### src/rtl/sevseg_scan_bin.sv
// Multiplexed seven-segment driver: a loaded binary value is converted to BCD by a
// serial shift-add-3 engine, then scanned onto shared active-low segment/anode lines.
module sevseg_scan_bin #(
    parameter int NUM_DIGITS   = 4,
    parameter int BIN_W        = 14,
    parameter int REFRESH_DIV  = 100000,
    parameter int BLINK_FRAMES = 64
) (
    input  logic                  clk,
    input  logic                  rst_n,
    input  logic                  load,
    input  logic [BIN_W-1:0]      bin_in,
    input  logic                  lz_blank,
    input  logic [NUM_DIGITS-1:0] blink_mask,
    output logic                  busy,
    output logic                  overflow,
    output logic [6:0]            seg,
    output logic [NUM_DIGITS-1:0] digit
);

    // Accumulator holds every decimal digit of 2^BIN_W-1 (floor(BIN_W*log10 2)+1).
    localparam int ACC_RAW    = (BIN_W * 301) / 1000 + 1;
    localparam int ACC_DIGITS = (ACC_RAW > NUM_DIGITS) ? ACC_RAW : NUM_DIGITS;
    localparam int ACC_W      = 4 * ACC_DIGITS;
    localparam int DISP_W     = 4 * NUM_DIGITS;
    localparam int CNT_W      = $clog2(BIN_W);
    localparam int REF_W      = $clog2(REFRESH_DIV);
    localparam int IDX_W      = (NUM_DIGITS > 1) ? $clog2(NUM_DIGITS) : 1;
    localparam int FRM_W      = (BLINK_FRAMES > 1) ? $clog2(BLINK_FRAMES) : 1;

    localparam logic [6:0] SEG_BLANK = 7'h7F;
    localparam logic [6:0] SEG_DASH  = 7'b1111110;

    function automatic logic [63:0] pow10(input int n);
        logic [63:0] r;
        r = 64'd1;
        for (int i = 0; i < n; i++) begin
            r = r * 64'd10;
        end
        return r;
    endfunction

    localparam logic [63:0] OVF_LIMIT = pow10(NUM_DIGITS);

    function automatic logic [6:0] decode(input logic [3:0] n);
        logic [6:0] s;
        case (n)
            4'd0:    s = 7'b0000001;
            4'd1:    s = 7'b1001111;
            4'd2:    s = 7'b0010010;
            4'd3:    s = 7'b0000110;
            4'd4:    s = 7'b1001100;
            4'd5:    s = 7'b0100100;
            4'd6:    s = 7'b0100000;
            4'd7:    s = 7'b0001111;
            4'd8:    s = 7'b0000000;
            4'd9:    s = 7'b0000100;
            default: s = SEG_BLANK;
        endcase
        return s;
    endfunction

    logic [BIN_W-1:0]      shift_q, shift_d;
    logic [ACC_W-1:0]      acc_q, acc_d;
    logic [CNT_W-1:0]      cnt_q, cnt_d;
    logic                  busy_q, busy_d;
    logic                  ovf_pend_q, ovf_pend_d;
    logic                  ovf_q, ovf_d;
    logic [DISP_W-1:0]     disp_q, disp_d;
    logic [REF_W-1:0]      ref_q, ref_d;
    logic [IDX_W-1:0]      idx_q, idx_d;
    logic [FRM_W-1:0]      frm_q, frm_d;
    logic                  blink_q, blink_d;
    logic [6:0]            seg_q, seg_d;
    logic [NUM_DIGITS-1:0] digit_q, digit_d;

    // ---------------- conversion step ----------------
    logic [ACC_W-1:0] acc_adj;
    logic [ACC_W-1:0] acc_step;
    logic [BIN_W-1:0] shift_step;

    genvar gi;
    generate
        for (gi = 0; gi < ACC_DIGITS; gi++) begin : g_adj
            assign acc_adj[gi*4 +: 4] = (acc_q[gi*4 +: 4] >= 4'd5) ?
                                        acc_q[gi*4 +: 4] + 4'd3 : acc_q[gi*4 +: 4];
        end
    endgenerate

    assign acc_step   = {acc_adj[ACC_W-2:0], shift_q[BIN_W-1]};
    assign shift_step = {shift_q[BIN_W-2:0], 1'b0};

    always_comb begin
        shift_d    = shift_q;
        acc_d      = acc_q;
        cnt_d      = cnt_q;
        busy_d     = busy_q;
        ovf_pend_d = ovf_pend_q;
        ovf_d      = ovf_q;
        disp_d     = disp_q;
        if (busy_q) begin
            shift_d = shift_step;
            acc_d   = acc_step;
            cnt_d   = cnt_q + 1'b1;
            if (cnt_q == CNT_W'(BIN_W - 1)) begin
                busy_d = 1'b0;
                disp_d = acc_step[DISP_W-1:0];
                ovf_d  = ovf_pend_q;
            end
        end else if (load) begin
            shift_d    = bin_in;
            acc_d      = '0;
            cnt_d      = '0;
            busy_d     = 1'b1;
            ovf_pend_d = (64'(bin_in) >= OVF_LIMIT);
        end
    end

    // ---------------- scan timing ----------------
    logic ref_wrap;
    logic idx_last;

    always_comb begin
        ref_wrap = (ref_q == REF_W'(REFRESH_DIV - 1));
        idx_last = (idx_q == IDX_W'(NUM_DIGITS - 1));
        ref_d    = ref_wrap ? '0 : ref_q + 1'b1;
        idx_d    = idx_q;
        frm_d    = frm_q;
        blink_d  = blink_q;
        if (ref_wrap) begin
            idx_d = idx_last ? '0 : idx_q + 1'b1;
            if (idx_last) begin
                if (frm_q == FRM_W'(BLINK_FRAMES - 1)) begin
                    frm_d   = '0;
                    blink_d = ~blink_q;
                end else begin
                    frm_d = frm_q + 1'b1;
                end
            end
        end
    end

    // ---------------- segment/anode generation ----------------
    logic [3:0]            nib [NUM_DIGITS];
    logic [NUM_DIGITS-1:0] zero_from;

    generate
        for (gi = 0; gi < NUM_DIGITS; gi++) begin : g_nib
            assign nib[gi] = disp_q[gi*4 +: 4];
            if (gi == NUM_DIGITS - 1) begin : g_top
                assign zero_from[gi] = (nib[gi] == 4'd0);
            end else begin : g_mid
                assign zero_from[gi] = (nib[gi] == 4'd0) && zero_from[gi+1];
            end
        end
    endgenerate

    logic blank_now;

    // seg and digit come from the same idx_q, so they always switch together.
    always_comb begin
        blank_now = (blink_q && blink_mask[idx_q]) ||
                    (!ovf_q && lz_blank && (idx_q != '0) && zero_from[idx_q]);
        if (blank_now) begin
            seg_d = SEG_BLANK;
        end else if (ovf_q) begin
            seg_d = SEG_DASH;
        end else begin
            seg_d = decode(nib[idx_q]);
        end
        digit_d = ~(NUM_DIGITS'(1) << idx_q);
    end

    always_ff @(posedge clk or negedge rst_n) begin
        if (!rst_n) begin
            shift_q    <= '0;
            acc_q      <= '0;
            cnt_q      <= '0;
            busy_q     <= 1'b0;
            ovf_pend_q <= 1'b0;
            ovf_q      <= 1'b0;
            disp_q     <= '0;
            ref_q      <= '0;
            idx_q      <= '0;
            frm_q      <= '0;
            blink_q    <= 1'b0;
            seg_q      <= SEG_BLANK;
            digit_q    <= '1;
        end else begin
            shift_q    <= shift_d;
            acc_q      <= acc_d;
            cnt_q      <= cnt_d;
            busy_q     <= busy_d;
            ovf_pend_q <= ovf_pend_d;
            ovf_q      <= ovf_d;
            disp_q     <= disp_d;
            ref_q      <= ref_d;
            idx_q      <= idx_d;
            frm_q      <= frm_d;
            blink_q    <= blink_d;
            seg_q      <= seg_d;
            digit_q    <= digit_d;
        end
    end

    assign busy     = busy_q;
    assign overflow = ovf_q;
    assign seg      = seg_q;
    assign digit    = digit_q;

endmodule
### config.mk
export PLATFORM = sky130hd
export DESIGN_NAME = sevseg_scan_bin
export DESIGN_NICKNAME = d
export VERILOG_FILES = /design/src/rtl/sevseg_scan_bin.sv
export SDC_FILE = /design/constraint.sdc
export NUM_CORES = 1
export LEC_CHECK = 0
export BUFFER_PORTS_ARGS = -buffer_cell sky130_fd_sc_hd__buf_2
export CAP_MARGIN = 10
export CORE_ASPECT_RATIO = 1.2
export CORE_UTILIZATION = 54
export DETAILED_ROUTE_END_ITERATION = 10
export HOLD_SLACK_MARGIN = 0.02
export PLACE_DENSITY_LB_ADDON = 0.25
export SLEW_MARGIN = 20
export SYNTH_ARGS = -nofsm -noshare
export SYNTH_HDL_FRONTEND = slang
export SYNTH_SLANG_ARGS = --single-unit
export TNS_END_PERCENT = 1
### constraint.sdc
create_clock -name clk -period 3.2 [get_ports clk]
set_input_delay 0.64 -clock clk [delete_from_list [all_inputs] [get_ports clk]]
set_output_delay 0.64 -clock clk [all_outputs]
set_load 0.1 [all_outputs]
# Word-level counts from Yosys, hierarchy flattened
# Memories as Yosys holds them, arrays and structs flattened.
# Index checks and enable logic that the tools add are counted.
dict set report word_totals {
  word_cells 85
  inputBits 22
  output_inout_bits 13
  rom_bits 112
  reg_bits 94
  n_memories 1
}
dict set report op_classes {
  bitwise_logic 4
  muxes 26
  addsub 9
  n_reduce_logical 19
  shifts 1
  n_eq_ne 4
  n_lt_le_gt_ge 8
}
# name depth word_bits rd rd_ports_with_merged_regs write_ports line
set mem_list {}
lappend mem_list {{(name not given)} 16 7 1 0 0 47} ;# case (n)
# op count
set op_table {}
lappend op_table {{20-bit two-way mux} 2}
lappend op_table {{4-bit two-way mux} 8}
lappend op_table {{14-bit two-way mux} 2}
lappend op_table {{4-bit by 3-bit >= comparator with 1-bit output (second input constant)} 5}
lappend op_table {{17-bit by 1-bit adder with 17-bit output (second input constant)} 1}
lappend op_table {{17-bit equality test (second input constant)} 1}
lappend op_table {{17-bit two-way mux} 1}
lappend op_table {{4-bit by 2-bit adder with 4-bit output (second input constant)} 4}
lappend op_table {{4-bit zero test} 4}
lappend op_table {{14-bit >= comparator (second input constant)} 1}
lappend op_table {{7-bit two-way mux} 2}
lappend op_table {{4-bit binary-select mux with 2-bit select} 1}
lappend op_table {{1-bit logical AND} 7}
lappend op_table {{6-bit by 1-bit adder with 6-bit output (second input constant)} 1}
lappend op_table {{6-bit equality test (second input constant)} 1}
lappend op_table {{6-bit two-way mux} 1}
lappend op_table {{2-bit AND reduction} 3}
lappend op_table {{1-bit two-way mux} 5}
lappend op_table {{4-bit by 1-bit adder with 4-bit output (second input constant)} 1}
lappend op_table {{1-bit binary-select mux with 2-bit select} 2}
lappend op_table {{4-bit equality test (second input constant)} 1}
lappend op_table {{4-bit inverter} 1}
lappend op_table {{2-bit nonzero test} 2}
lappend op_table {{1-bit by 2-bit left shift with 4-bit output (first input constant)} 1}
lappend op_table {{12 further kinds} 13}

# Depth between registers and ports, before layout
dict set report depth {
  word_depth 9
  mapped_depth 8
  mapped_depth_nobuf 7
}

# Worst setup path after synthesis
# OpenSTA, ideal clock, no wires.
dict set report synth_path {
  path_kind {reg-to-reg}
  from {register busy_q, in the netlist busy}
  to {register ovf_q, in the netlist overflow}
  t_arrival_ps 1901
  stages_incl_launch_ff 5
  path_slack_ps 1173
  setup_time_ps 126
  synth_period_minus_slack_ps 2027
  t_required_ps 3074
  n_path_buf 2
  cell_sequence {dfrtp_1 -> clkbuf_1 -> nand4_1 -> clkbuf_1 -> mux2_2}
}
dict set report synth_between {
  elab_chain_len 1
}
# element line
set synth_rtl {}
lappend synth_rtl {{start: declaration} 66} ;# logic busy_q, busy_d;
lappend synth_rtl {{start signal: assignment} 193} ;# busy_q <= busy_d;
lappend synth_rtl {{2-bit AND reduction (no source line)} -}
lappend synth_rtl {{end signal: assignment} 195} ;# ovf_q <= ovf_d;
lappend synth_rtl {{end: declaration} 68} ;# logic ovf_q, ovf_d;
# No other way between the ends.
# A chain may end at the register's enable or synchronous reset.

# Final worst setup path
dict set report layout_path {
  from {register idx_q[1]}
  to {register seg_q[2], in the netlist seg[2]}
}
dict set report layout_between {
  elab_chain_len 7
  elab_cells_between_ends 16
  cone_classes {9 x mux; 1 x bitwise; 5 x reduce/logical; 1 x memory}
}
# element line
set layout_rtl {}
lappend layout_rtl {{start: declaration} 71} ;# logic [IDX_W-1:0] idx_q, idx_d;
lappend layout_rtl {{start signal: assignment} 198} ;# idx_q <= idx_d;
lappend layout_rtl {{2-bit inverter with 3-bit output (implied by the code)} 169} ;# seg_d = decode(nib[idx_q]);
lappend layout_rtl {{4-bit binary-select mux with 2-bit select} 169}
lappend layout_rtl {{4-bit two-way mux (implied by the code) (2 in a row)} 169}
lappend layout_rtl {{memory read 16 x 7 bit} -}
lappend layout_rtl {{7-bit two-way mux} 166} ;# end else if (ovf_q) begin
lappend layout_rtl {{7-bit two-way mux (*)} 164} ;# if (blank_now) begin
lappend layout_rtl {{via seg_d[2]} 74} ;# logic [6:0] seg_q, seg_d;
lappend layout_rtl {{end signal: assignment} 201} ;# seg_q <= seg_d;
lappend layout_rtl {{end: declaration} 74}
# The timed path passes the listed nets; every way through them passes the cells marked *. The select of a mux whose other input is x is not followed.

==> flow_metrics.py <==
metrics = {
    "status": {
        "status": "completed",
    },
    "sta": {
        "grt_setup_unrepaired": "false",
        "slew_violations": 0,
        "final.min_clock_period_ns": 2.265,
        "timing.final.ws_setup_ns": 0.9354,
        "tns_ns": 0,
        "clock_skew_ns": 0.01217,
        "fmax_mhz": 441.6,
        "fin_hold_ws_ns": 0.2185,
        "worstMarginPinSlew_ns": 0.7531,
        "slew_headroom_pct": 49.79,
        "fin_crit_sh_pct": 70.77,
        "hold_violations": 0,
        "setup_viol": 0,
    },
    "global_routing": {
        "grt.overflow.total": 0,
        "first_global_vias": 3181,
        "grt_pass1_wl_um": 14310,
        "grt.total_usage_pct": 20.97,
        "antenna_found_initial": 0,
        "grt_max_degree": 57,
    },
    "synth": {
        "syn_avg_cell_area_um2": 10.72,
        "syn_inst": 426,
        "ys.flop_type": "dfrtp_1",
        "synth_top_area_share_pct": 43.30,
        "synth-seq-cells": 90,
        "syn-cell-area_um2": 4566,
        "synth.distinct_cells": 46,
        "netlist_top_cells_area": "dfrtp_1, mux2i_1, dfstp_2",
        "synth_edf_count": 0,
        "yosysSeqAreaShare_pct": 49.63,
        "synthArstFlopShare_pct": 100.0,
        "yosysTopAreaCell": "dfrtp_1",
        "syn-num-nets": 470,
        "yosysWarnings": 0,
    },
    "finish": {
        "multiInputGateArea_um2": 2137,
        "design_area_um2": 5061,
        "final_nets": 499,
        "drive_gt1_share_pct": 17.39,
        "seq_area_um2": 2267,
        "num_antenna_cells": 0,
        "fillCellCount": 654,
        "instances_no_fill": 574,
        "final_core_util_pct": 62.08,
        "area.growth.synth_to_final_pct": 10.85,
    },
    "power_and_ir_drop": {
        "swShare_pct": 40.79,
        "vdd_ir_drop_max_mv": 0.7256,
        "p_switching_mw": 1.784,
        "power_density_nw_per_um2": 864.2,
        "comb_power_share_pct": 40.1,
        "power.leakage_nw": 2.373,
        "power_frac_clock_pct": 19.8,
        "p_int_mw": 2.590,
        "p_total_mw": 4.374,
        "p_seq_share_pct": 40.1,
    },
    "clock_tree": {
        "tritoncts": "built",
        "post-cts-setup-buffers": 0,
        "clockBufferDepth": 2,
        "clkLatencyLatePin_ns": 0.37,
        "holdBufCountCts": 0,
        "cts_sinks": 90,
        "cts_root_buf": "clkbuf_8",
        "numCtsBuffers": 9,
        "cts-htree-levels": 3,
        "clk_pin_slew_ns": 0.09,
        "post_cts_resized": 0,
    },
    "floorplanning": {
        "die_h_um": 102.7,
        "die_area_um2": 8828,
        "start_util_pct": 56.00,
        "ios": 35,
        "dieWidth_um": 85.94,
        "core_area_um2": 8153,
        "fp-row-count": 36,
    },
    "placement": {
        "dp_cells": 558,
        "portBuffers": 34,
        "dpl_worst_slack_ns": 0.9364,
        "dpl-instance-area_um2": 4837,
        "gp_congestion": 0.8104,
        "hpwl_um": 5659,
    },
    "routing": {
        "final_antenna_net_count": 0,
        "vias_per_cell": 5.497,
        "detail_route.wl_per_cell_um": 14.25,
        "vias": 3155,
        "first_iter_violations": 130,
        "finalWirelength_um": 8177,
        "drt_pre_antenna_iters": 4,
        "drc": 0,
    },
    "worst_setup_path": {
        "cp_max_fo": 11,
        "critPathTopFamily": "multiplexers",
        "worst-path-buf-inv": 2,
        "crit_type": "reg2reg",
        "cp.arrival_ns": 2.56,
        "crit_top_cell": "inv_1",
        "cp_slowest_cell": "mux4_1",
        "rr_endpoint": "seg[2]$_DFF_PN1_",
        "required_ns": 3.50,
        "r2r.worst_path.cells": 7,
        "rrSetupSlack_ns": 0.94,
        "r2r_start": "idx_q[1]$_DFFE_PN0N_",
        "cpPeakStageDelay_ns": 0.69,
        "crit_chain": "mux4_1 -> inv_1 -> ha_1 -> inv_1 -> mux2_2 -> o21ai_0 -> nand3b_1",
        "end_kind": "flop",
        "cp-start-kind": "flop",
    },
    "run": {
        "max_cap_violations": 0,
    },
    "hold_path": {
        "hold_class": "in2async",
    },
}
area by class of cell:
class	count	share of cell area, %
clock buffer	9	2.447
clock inverter	7	1.978
inverter	22	1.632
multi-input combinational	295	42.23
sequential	90	44.80
tap	114	2.818
timing repair buffer	37	4.104
per-layer routing:
layer	vias up	GRT usage (%)	wire length, µm
met5	-	0	0
met4	0	10.51	175
met3	13	3.683	219
met2	43	35.23	3984
met1	1555	26.34	3797
li1	1544	-	-
synthesized netlist by cell type (3+ instances only):
cell / n
nor3b_1: 9
inv_1: 22
clkbuf_1: 13
nand4_1: 7
nor2_1: 15
or3_1: 3
o31ai_1: 4
dfrtp_1: 79
nand2b_1: 21
xnor2_1: 16
xor2_1: 6
nand3_1: 12
mux4_2: 3
nor3_1: 3
buf_1: 4
a21oi_1: 16
and4_1: 5
o21ai_0: 41
nand2_1: 40
mux2_2: 9
dfstp_2: 11
nor4_1: 5
ha_1: 22
mux2i_1: 30
worst register-to-register path: cells and delay by family, from the launching register on:
kind	cells	cell delay, ns
DFF	1	0.61
buffers and inverters	2	0.21
AOI/OAI and AO/OA	1	0.15
muxes	2	0.94
adders and majority gates	1	0.20
and+or+nand+nor	1	0.09
power groups by stage:
| stage | sequential [mW] | combinational (mW) | clock, mW |
|---|---|---|---|
| 6_report | 1.75 | 1.75 | 0.865 |
| 2_1_floorplan | 2.12 | 1.05 | 0 |
| 4_1_cts | 1.76 | 1.78 | 0.880 |
| 3_3_place_gp | 1.76 | 1.69 | 0 |
| 5_1_grt | 1.80 | 1.97 | 0.913 |
| 3_5_place_dp | 1.77 | 1.77 | 0 |
how the worst max path moves through the flow:
stage | slack, ns | cells past startpoint | from | endpoint
after floorplan | 1.17 | 4 | busy$_DFF_PN0_ | overflow$_DFFE_PN0P_
after global placement | 1.05 | 7 | idx_q[1]$_DFFE_PN0N_ | seg[2]$_DFF_PN1_
after detailed placement | 0.94 | 7 | idx_q[1]$_DFFE_PN0N_ | seg[2]$_DFF_PN1_
after CTS | 0.92 | 7 | idx_q[1]$_DFFE_PN0N_ | seg[2]$_DFF_PN1_
after global routing | 0.77 | 7 | idx_q[1]$_DFFE_PN0N_ | seg[2]$_DFF_PN1_
final | 0.94 | 7 | idx_q[1]$_DFFE_PN0N_ | seg[2]$_DFF_PN1_
sequential cells by signal (all words and copies together) (netlist names):
name / flops
disp_q: 16
blink_q: 1
shift_q: 14
idx_q: 2
ref_q: 17
digit: 4
cnt_q: 4
overflow: 1
acc_q: 16
ovf_pend_q: 1
busy: 1
seg: 7
frm_q: 6
logic make-up (layout without fill, tap and decap cells):
logic type,after synthesis,after routing,share of synthesized area (%)
buf+inv,41,75,3.562
xor+xnor,22,22,4.220
fa+ha+maj,22,22,6.029
mux,44,44,11.43
flops,90,90,49.63
compound gates,74,74,9.400
simple gates,133,133,15.73
placed cells by master, fill, tap and decap left out, types with 4 or more instances in the layout:
cell type	count
mux2_2	9
nand2b_1	21
nor4_1	5
clkbuf_8	9
nor2_1	15
inv_1	22
nand4_1	7
o21ai_0	41
nand2_1	40
mux2i_1	30
ha_1	22
a21oi_1	16
nand3_1	12
dfrtp_1	78
dfstp_2	11
buf_2	33
xnor2_1	16
xor2_1	6
o31ai_1	4
and4_1	5
nor3b_1	9
No activity file was read; power rests on OpenSTA's default activity.
